--- config.mk ---
export PLATFORM = sky130hd
export DESIGN_NAME = uart_tx
export DESIGN_NICKNAME = d
export VERILOG_FILES = /design/src/rtl/uart_tx.sv
export SDC_FILE = /design/constraint.sdc
export NUM_CORES = 1
export LEC_CHECK = 0
export BUFFER_PORTS_ARGS = -buffer_cell sky130_fd_sc_hd__buf_2
export CAP_MARGIN = 20
export CORE_MARGIN = 3
export CORE_UTILIZATION = 60
export DETAILED_ROUTE_END_ITERATION = 7
export PLACE_DENSITY_LB_ADDON = 0.05
export SYNTH_ARGS = -nofsm -noshare
export SYNTH_HDL_FRONTEND = slang
export SYNTH_SLANG_ARGS = --single-unit
export TNS_END_PERCENT = 50
--- constraint.sdc ---
create_clock -name clk -period 5.95 [get_ports clk]
set_input_delay 0.2975 -clock clk [delete_from_list [all_inputs] [get_ports clk]]
set_output_delay 0.2975 -clock clk [all_outputs]
set_load 0.01 [all_outputs]
--- src/rtl/uart_tx.sv ---
// ============================================================================
//  Module   : uart_tx
//  Summary  : Memory-mapped UART transmitter (start, 8 data LSB-first,
//             parity, 1 or 2 stop bits) with a one-byte holding buffer.
//  Revision : 1.0 - initial release
// ============================================================================
`default_nettype none

module uart_tx #(
    parameter logic [31:0] BASE_ADDR = 32'h8000_0000
) (
    input  logic        clk,
    input  logic        reset,
    input  logic [31:0] addr,
    input  logic [13:0] baud_divisor,
    input  logic [7:0]  raw_data,
    input  logic        wr_en,
    input  logic        rd_en,
    input  logic        Tx_en,
    input  logic        Two_stop,
    input  logic        Odd_parity,
    output logic [31:0] rdata,
    output logic        Tx_out
);

    typedef enum logic [2:0] {
        S_IDLE   = 3'd0,
        S_START  = 3'd1,
        S_DATA   = 3'd2,
        S_PARITY = 3'd3,
        S_STOP1  = 3'd4,
        S_STOP2  = 3'd5
    } state_t;

    localparam logic [3:0] C_OFF_TXDATA = 4'h0;
    localparam logic [3:0] C_OFF_BAUD   = 4'h4;
    localparam logic [3:0] C_OFF_CTRL   = 4'h8;
    localparam logic [3:0] C_OFF_STATUS = 4'hC;

    state_t      state_q,  state_d;
    logic [7:0]  hold_q,   hold_d;
    logic        full_q,   full_d;
    logic [13:0] div_q,    div_d;
    logic        en_q,     en_d;
    logic        two_q,    two_d;
    logic        odd_q,    odd_d;
    logic [7:0]  shift_q,  shift_d;
    logic [2:0]  bit_idx_q, bit_idx_d;
    logic [13:0] cnt_q,    cnt_d;
    logic [13:0] per_q,    per_d;
    logic        par_q,    par_d;
    logic        fr_two_q, fr_two_d;

    logic w_sel;
    logic w_wr_txdata;
    logic w_wr_baud;
    logic w_wr_ctrl;
    logic w_bit_done;
    logic w_load;
    logic w_frame_end;
    logic w_busy;

    assign w_sel       = (addr[31:4] == BASE_ADDR[31:4]);
    assign w_wr_txdata = wr_en && w_sel && (addr[3:0] == C_OFF_TXDATA);
    assign w_wr_baud   = wr_en && w_sel && (addr[3:0] == C_OFF_BAUD);
    assign w_wr_ctrl   = wr_en && w_sel && (addr[3:0] == C_OFF_CTRL);
    assign w_bit_done  = (cnt_q == per_q - 14'd1);
    assign w_busy      = (state_q != S_IDLE);

    // Frame parameters are snapshotted on load so bus writes cannot disturb a frame.
    always_comb begin
        state_d     = state_q;
        cnt_d       = cnt_q;
        bit_idx_d   = bit_idx_q;
        shift_d     = shift_q;
        per_d       = per_q;
        par_d       = par_q;
        fr_two_d    = fr_two_q;
        w_load      = 1'b0;
        w_frame_end = 1'b0;

        if (state_q != S_IDLE) begin
            cnt_d = w_bit_done ? 14'd0 : cnt_q + 14'd1;
        end

        case (state_q)
            S_IDLE: begin
                if (en_q && full_q) begin
                    w_load = 1'b1;
                end
            end
            S_START: begin
                if (w_bit_done) begin
                    state_d   = S_DATA;
                    bit_idx_d = 3'd0;
                end
            end
            S_DATA: begin
                if (w_bit_done) begin
                    if (bit_idx_q == 3'd7) begin
                        state_d = S_PARITY;
                    end else begin
                        bit_idx_d = bit_idx_q + 3'd1;
                    end
                end
            end
            S_PARITY: begin
                if (w_bit_done) begin
                    state_d = S_STOP1;
                end
            end
            S_STOP1: begin
                if (w_bit_done) begin
                    if (fr_two_q) begin
                        state_d = S_STOP2;
                    end else begin
                        w_frame_end = 1'b1;
                    end
                end
            end
            S_STOP2: begin
                if (w_bit_done) begin
                    w_frame_end = 1'b1;
                end
            end
            default: state_d = S_IDLE;
        endcase

        if (w_frame_end) begin
            if (en_q && full_q) begin
                w_load = 1'b1;
            end else begin
                state_d = S_IDLE;
            end
        end

        if (w_load) begin
            state_d  = S_START;
            cnt_d    = 14'd0;
            shift_d  = hold_q;
            per_d    = (div_q == 14'd0) ? 14'd1 : div_q;
            par_d    = odd_q ? ~^hold_q : ^hold_q;
            fr_two_d = two_q;
        end
    end

    // A write arriving on the same edge the buffer is emptied is kept.
    always_comb begin
        hold_d = hold_q;
        full_d = full_q;
        div_d  = div_q;
        en_d   = en_q;
        two_d  = two_q;
        odd_d  = odd_q;

        if (w_load) begin
            full_d = 1'b0;
        end
        if (w_wr_txdata && (!full_q || w_load)) begin
            hold_d = raw_data;
            full_d = 1'b1;
        end
        if (w_wr_baud) begin
            div_d = baud_divisor;
        end
        if (w_wr_ctrl) begin
            en_d  = Tx_en;
            two_d = Two_stop;
            odd_d = Odd_parity;
        end
    end

    always_ff @(posedge clk or negedge reset) begin
        if (!reset) begin
            state_q   <= S_IDLE;
            hold_q    <= 8'd0;
            full_q    <= 1'b0;
            div_q     <= 14'd0;
            en_q      <= 1'b0;
            two_q     <= 1'b0;
            odd_q     <= 1'b0;
            shift_q   <= 8'd0;
            bit_idx_q <= 3'd0;
            cnt_q     <= 14'd0;
            per_q     <= 14'd0;
            par_q     <= 1'b0;
            fr_two_q  <= 1'b0;
        end else begin
            state_q   <= state_d;
            hold_q    <= hold_d;
            full_q    <= full_d;
            div_q     <= div_d;
            en_q      <= en_d;
            two_q     <= two_d;
            odd_q     <= odd_d;
            shift_q   <= shift_d;
            bit_idx_q <= bit_idx_d;
            cnt_q     <= cnt_d;
            per_q     <= per_d;
            par_q     <= par_d;
            fr_two_q  <= fr_two_d;
        end
    end

    always_comb begin
        Tx_out = 1'b1;
        case (state_q)
            S_START:  Tx_out = 1'b0;
            S_DATA:   Tx_out = shift_q[bit_idx_q];
            S_PARITY: Tx_out = par_q;
            default:  Tx_out = 1'b1;
        endcase
    end

    always_comb begin
        rdata = 32'h0;
        if (rd_en && w_sel) begin
            case (addr[3:0])
                C_OFF_TXDATA: rdata = {24'h0, hold_q};
                C_OFF_BAUD:   rdata = {18'h0, div_q};
                C_OFF_CTRL:   rdata = {29'h0, odd_q, two_q, en_q};
                C_OFF_STATUS: rdata = {30'h0, w_busy, full_q};
                default:      rdata = 32'h0;
            endcase
        end
    end

endmodule

`default_nettype wire

* After elaboration in Yosys (flattened, before gate mapping) *
Index checks and enable logic that the tools add are counted.

storage, ports and cells
  register bits = 70
  bits in latches = 0
  bits in writable memories = 0
  bits in read-only memories = 0
  bits of input ports = 61
  output and inout bits = 33
  word-level logic and storage cells = 85
  memories = 0

operators by class
  add/sub/neg operators = 3
  multipliers = 0
  divide/modulo/power cells = 0
  magnitude comparators = 1
  equal/unequal tests = 14
  shift-type cells = 0
  mux-type cells = 34
  bitwise logic cells = 0
  reductions and logical operators = 20

operators with widths
  operator               number
  $mux 14                5
  $pmux 14 s4            1
  $mux 3                 12
  $eq 28x28->1 const B   1
  $pmux 3 s5             1
  $add 14x1->14 const B  1
  $eq 14x14->1           1
  $logic_not 14->1       1
  $sub 14x1->14 const B  1
  $mux 1                 11
  $eq 3x3->1 const B     3
  $eq 4x4->1 const B     2
  $reduce_xnor 8->1      1
  $reduce_xor 8->1       1
  $logic_and 1x1->1      7
  $eq 3x2->1 const B     2
  $ne 2x2->1 const B     3
  $pmux 3 s2             1
  $reduce_bool 2->1      3
  $eq 4x3->1 const B     1
  $logic_not 4->1        1
  $lt 3x4->1 const B     1
  $reduce_and 4->1       1
  $add 3x1->3 const B    1
  9 further kinds        9

* Longest topological paths before layout *
  depth in word-level cells = 8
  gate-level depth with buffers = 11
  mapped depth without buffers = 9

* Worst setup path before layout *
OpenSTA, ideal clock, no wires.

  path type = reg2reg
  start = register per_q[4]
  end = register fr_two_q
  library setup time = 0.125 ns
  data arrival time = 2.666 ns
  data required time = 5.825 ns
  setup slack = 3.159 ns
  stages on the path, launching flop included = 11
  path buffers = 3
  period minus slack after synthesis = 2.791 ns
  path through = dfrtp_1 -> buf_6 -> or4_4 -> or3_1 -> o22ai_2 -> a31oi_1 -> nor4_2 -> o21a_1 -> buf_6 -> buf_12 -> mux2_4

between the ends
  cells in the longest elaborated chain, start to end = 5
  elaborated cells between the ends (all ways) = 6
  those cells by class = add/sub: 1; eq/ne: 1; mux: 4

RTL lines
  element                           line      RTL
  start, declared                   50        logic [13:0] per_q, per_d;
  start signal, assigned            199       per_q <= per_d;
  $sub 14x1->14 *                   67        assign w_bit_done = (cnt_q == per_q - 14'd1);
  $eq 14x14->1 *                    67
  $mux 1, on equally long branches  122, 113
  $pmux 1 s2 *                      86        case (state_q)
  $mux 1 *                          129       if (w_frame_end) begin
  end signal, assigned              201       fr_two_q <= fr_two_d;
  end, declared                     52        logic fr_two_q, fr_two_d;

Mark *: on every way between the ends. The rest lies on a longest branch, timed or not.
A chain may end at the register's enable or synchronous reset.

* Final worst setup path *
  start = register per_q[0]
  end = register per_q[1]

between the ends
  cells in the longest elaborated chain, start to end = 5
  elaborated cells between the ends (all ways) = 6
  those cells by class = add/sub: 1; eq/ne: 1; mux: 4

RTL lines
  element                           line
  $sub 14x1->14 *                   67
  $eq 14x14->1 *                    67
  $mux 1, on equally long branches  122, 113
  $pmux 1 s2 *                      86
  $mux 1 *                          129

Marks and branches as above.

==> impl_metrics.toml <==
[outcome]
status = "completed"

[logic_synthesis]
syn_avg_cell_area_sq_um = 10.20
yosys.cell_count.top_type = "dfrtp_1"
synthXorXnorAreaFrac = 0.05156
synthFlopType = "dfrtp_1"
synth_edf_count = 0
ys_seq_area_frac = 0.3966
syn_inst = 433
synth_compound_area_frac = 0.1147
ys_seq_elements = 70
synthMuxAreaShare = 0.1484
synth_top_area_frac = 0.3966
syn_area_sq_um = 4417
synth-simple-area-share = 0.2065
yosys.area.top_type = "dfrtp_1"
yosys.area_share.adder = 0.01133
yosysWarnings = 0
synth_cell_types = 67
synthTopCellsByCount = "dfrtp_1 (70), mux2_2 (34), nand2_1 (25)"
synth_area_leaders = "dfrtp_1 (40%), mux2_2 (8.7%), xnor2_1 (3.6%)"
synth_top_family_by_area = "simple AND/OR/NAND/NOR gates"
async_flop_share = 1.000

[sta]
hold_violations = 0
slew_headroom = 0.4226
finalSetupViolCount = 0
drv_slew = 0
max_freq_mhz = 276.1
worst_slack_ns = 2.329
tightest_slew_ns = 0.8661
min_period_over_period = 0.6086
min_period_ns = 3.621
rsz0062_at_grt = "false"
fin_setup_tns_ns = 0
finClkSkew_ns = 0.01105

[grt]
grt-ovfl-total = 0
track_usage = 0.2486
antenna_found_initial = 0
first_global_vias = 3484
grt_max_degree = 71
grt_pass1_wl_mm = 16.84

[setup_path]
critical-path-top-delay-family = "compound AO/OA/AOI/OAI gates"
critPathCapture = "per_q[1]$_DFFE_PN0P_"
arrival_ns = 3.85
critPathRequiredTime_ns = 6.18
cp_max_fo = 16
path_cells = "inv_1 > ha_1 > nor3b_1 > nand4b_1 > a211oi_1 > o311ai_1 > nor4_2 > o21a_1 > mux2_2"
slowest_delay_ns = 0.74
critPathKind = "reg2reg"
r2r_end = "per_q[1]$_DFFE_PN0P_"
crit_path_start_kind = "register"
worstSetupStartpoint = "per_q[0]$_DFFE_PN0P_"
reg2reg_slack_ns = 2.33
cp_num_cells = 9
cp-end-kind = "register"
reg2reg_from = "per_q[0]$_DFFE_PN0P_"
worstPathBufferInverterCount = 1
worst-r2r-cell-count = 9
cpMaxStageDelayCell = "o21a_1"

[cts]
post_cts_buffers = 0
cts_sinks = 70
clock-root-buffer = "clkbuf_8"
clock_latency_ns = 0.34
clk_path_buf_depth = 2
cts_tree = "built"
clk_pin_slew_worst_paths_ns = 0.07
cts_inserted_buffers = 9
htree_levels = 3
cts_hold_buf = 0
ctsResizeCount = 0

[power_and_ir_drop]
p_per_area_nw_per_um2 = 187.8
ir_drop_uv = 164.0
cellLeakagePower_nw = 2.391
p_total_mw = 0.9326

[flow_run]
cap_violations = 0

[layout]
fin_nets = 566
postLayoutCoreUtil = 0.7111
syn2layout_area_growth_pct = 12.41
drive_above_1_share = 0.2911
insertedDiodeCount = 0
nFillCells = 547

[routing]
first_pass_iters = 4
vias = 3613
wl_mm = 9.970
drt-vias-per-instance = 6.012
antenna_left = 0
drtIter0Drc = 155
drcViolationCount = 0
wire_per_inst_microns = 16.59

[hold_path]
min-delay-path-class = "in2async"

[placement]
hpwl_mm = 7.676
portBuffers = 75
place.gp.congestion = 0.8569
dp_slack_ns = 2.355

[floorplanning]
die_h_microns = 91.80
die_w_microns = 91.80
design.core.area_sq_um = 6982
rows = 30
io_pins = 94
die-area_sq_um = 8426
initial_core_util = 0.6326
logic make-up after synthesis:
kind of cell,after synthesis
AO/OA/AOI/OAI,66
XOR/XNOR,26
multiplexers,53
buffers and inverters,53
other,1
adder cells (fa/ha/maj),4
flip-flops,70
AND/OR/NAND/NOR,160
metrics by stage:
| stage | hold slack (ns) | std cells | instance area [sq um] |
|---|---|---|---|
| 2_1_floorplan | 0.001909 | 450 | 4481 |
| 3_3_place_gp | 0.4822 | 586 | 4751 |
| 3_5_place_dp | 0.4938 | 586 | 4751 |
| 4_1_cts | 0.1752 | 601 | 4965 |
| 5_1_grt | 0.1826 | 601 | 4965 |
| 6_report | 0.1389 | 601 | 4965 |
worst min path at each step:
| stage | to | slack, ns |
|---|---|---|
| 3_3_place_gp | shift_q[4]$_DFFE_PN0P_ | 0.48 |
| 2_1_floorplan | bit_idx_q[0]$_DFFE_PN0P_ | 0.002 |
| 5_1_grt | en_q$_DFFE_PN0P_ | 0.18 |
| 4_1_cts | cnt_q[12]$_DFFE_PN0P_ | 0.18 |
| 3_5_place_dp | shift_q[3]$_DFFE_PN0P_ | 0.49 |
| 6_report | cnt_q[12]$_DFFE_PN0P_ | 0.14 |
registers in the layout, indices dropped and copies added (netlist names), 3 cells and up:
| signal | flops |
|---|---|
| state_q | 3 |
| shift_q | 8 |
| hold_q | 8 |
| bit_idx_q | 3 |
| per_q | 14 |
| div_q | 14 |
| cnt_q | 14 |
power breakdown:
group	total [mW]	internal [mW]	switching, mW
registers	0.476	0.476	0.00000000265
logic	0.0401	0.0165	0.0236
clock network	0.417	0.246	0.171
total	0.933	0.738	0.194
cells in the final DEF, fill, tap and decap left out, types with 8 or more instances in the layout:
cell type  synthesis  routed
buf_2              3      75
dfrtp_1           70      70
mux2_2            34      34
nand2_1           25      25
nor2_1            23      23
nand3_1           20      20
xnor2_1           18      18
conb_1             1      18
inv_1             15      15
nor4_1            14      14
and3_1            13      13
and2_1            10      10
o21ai_0           10      10
clkbuf_8           0      10
mux2_4             9       9
xor2_1             8       8
nor3_1             9       8
per-layer routing:
| metal | wire (microns) | vias up | global-route usage |
|---|---|---|---|
| met5 | 0 | - | 0 |
| met4 | 170 | 0 | 0.08045 |
| met3 | 703 | 15 | 0.04594 |
| met2 | 4701 | 152 | 0.3999 |
| met1 | 4396 | 1740 | 0.3418 |
| li1 | - | 1706 | - |
area by class of cell:
| class | instances | area [sq um] | area share |
|---|---|---|---|
| Timing Repair Buffer | 78 | 397.9 | 0.08014 |
| Tap cell | 96 | 120.1 | 0.02419 |
| Multi-Input combinational cell | 327 | 2425 | 0.4884 |
| Inverter | 15 | 56.30 | 0.01134 |
| Sequential cell | 70 | 1752 | 0.3528 |
| Clock buffer | 12 | 145.1 | 0.02923 |
| Clock inverter | 3 | 68.82 | 0.01386 |
Power figures use the tool's default switching activity.
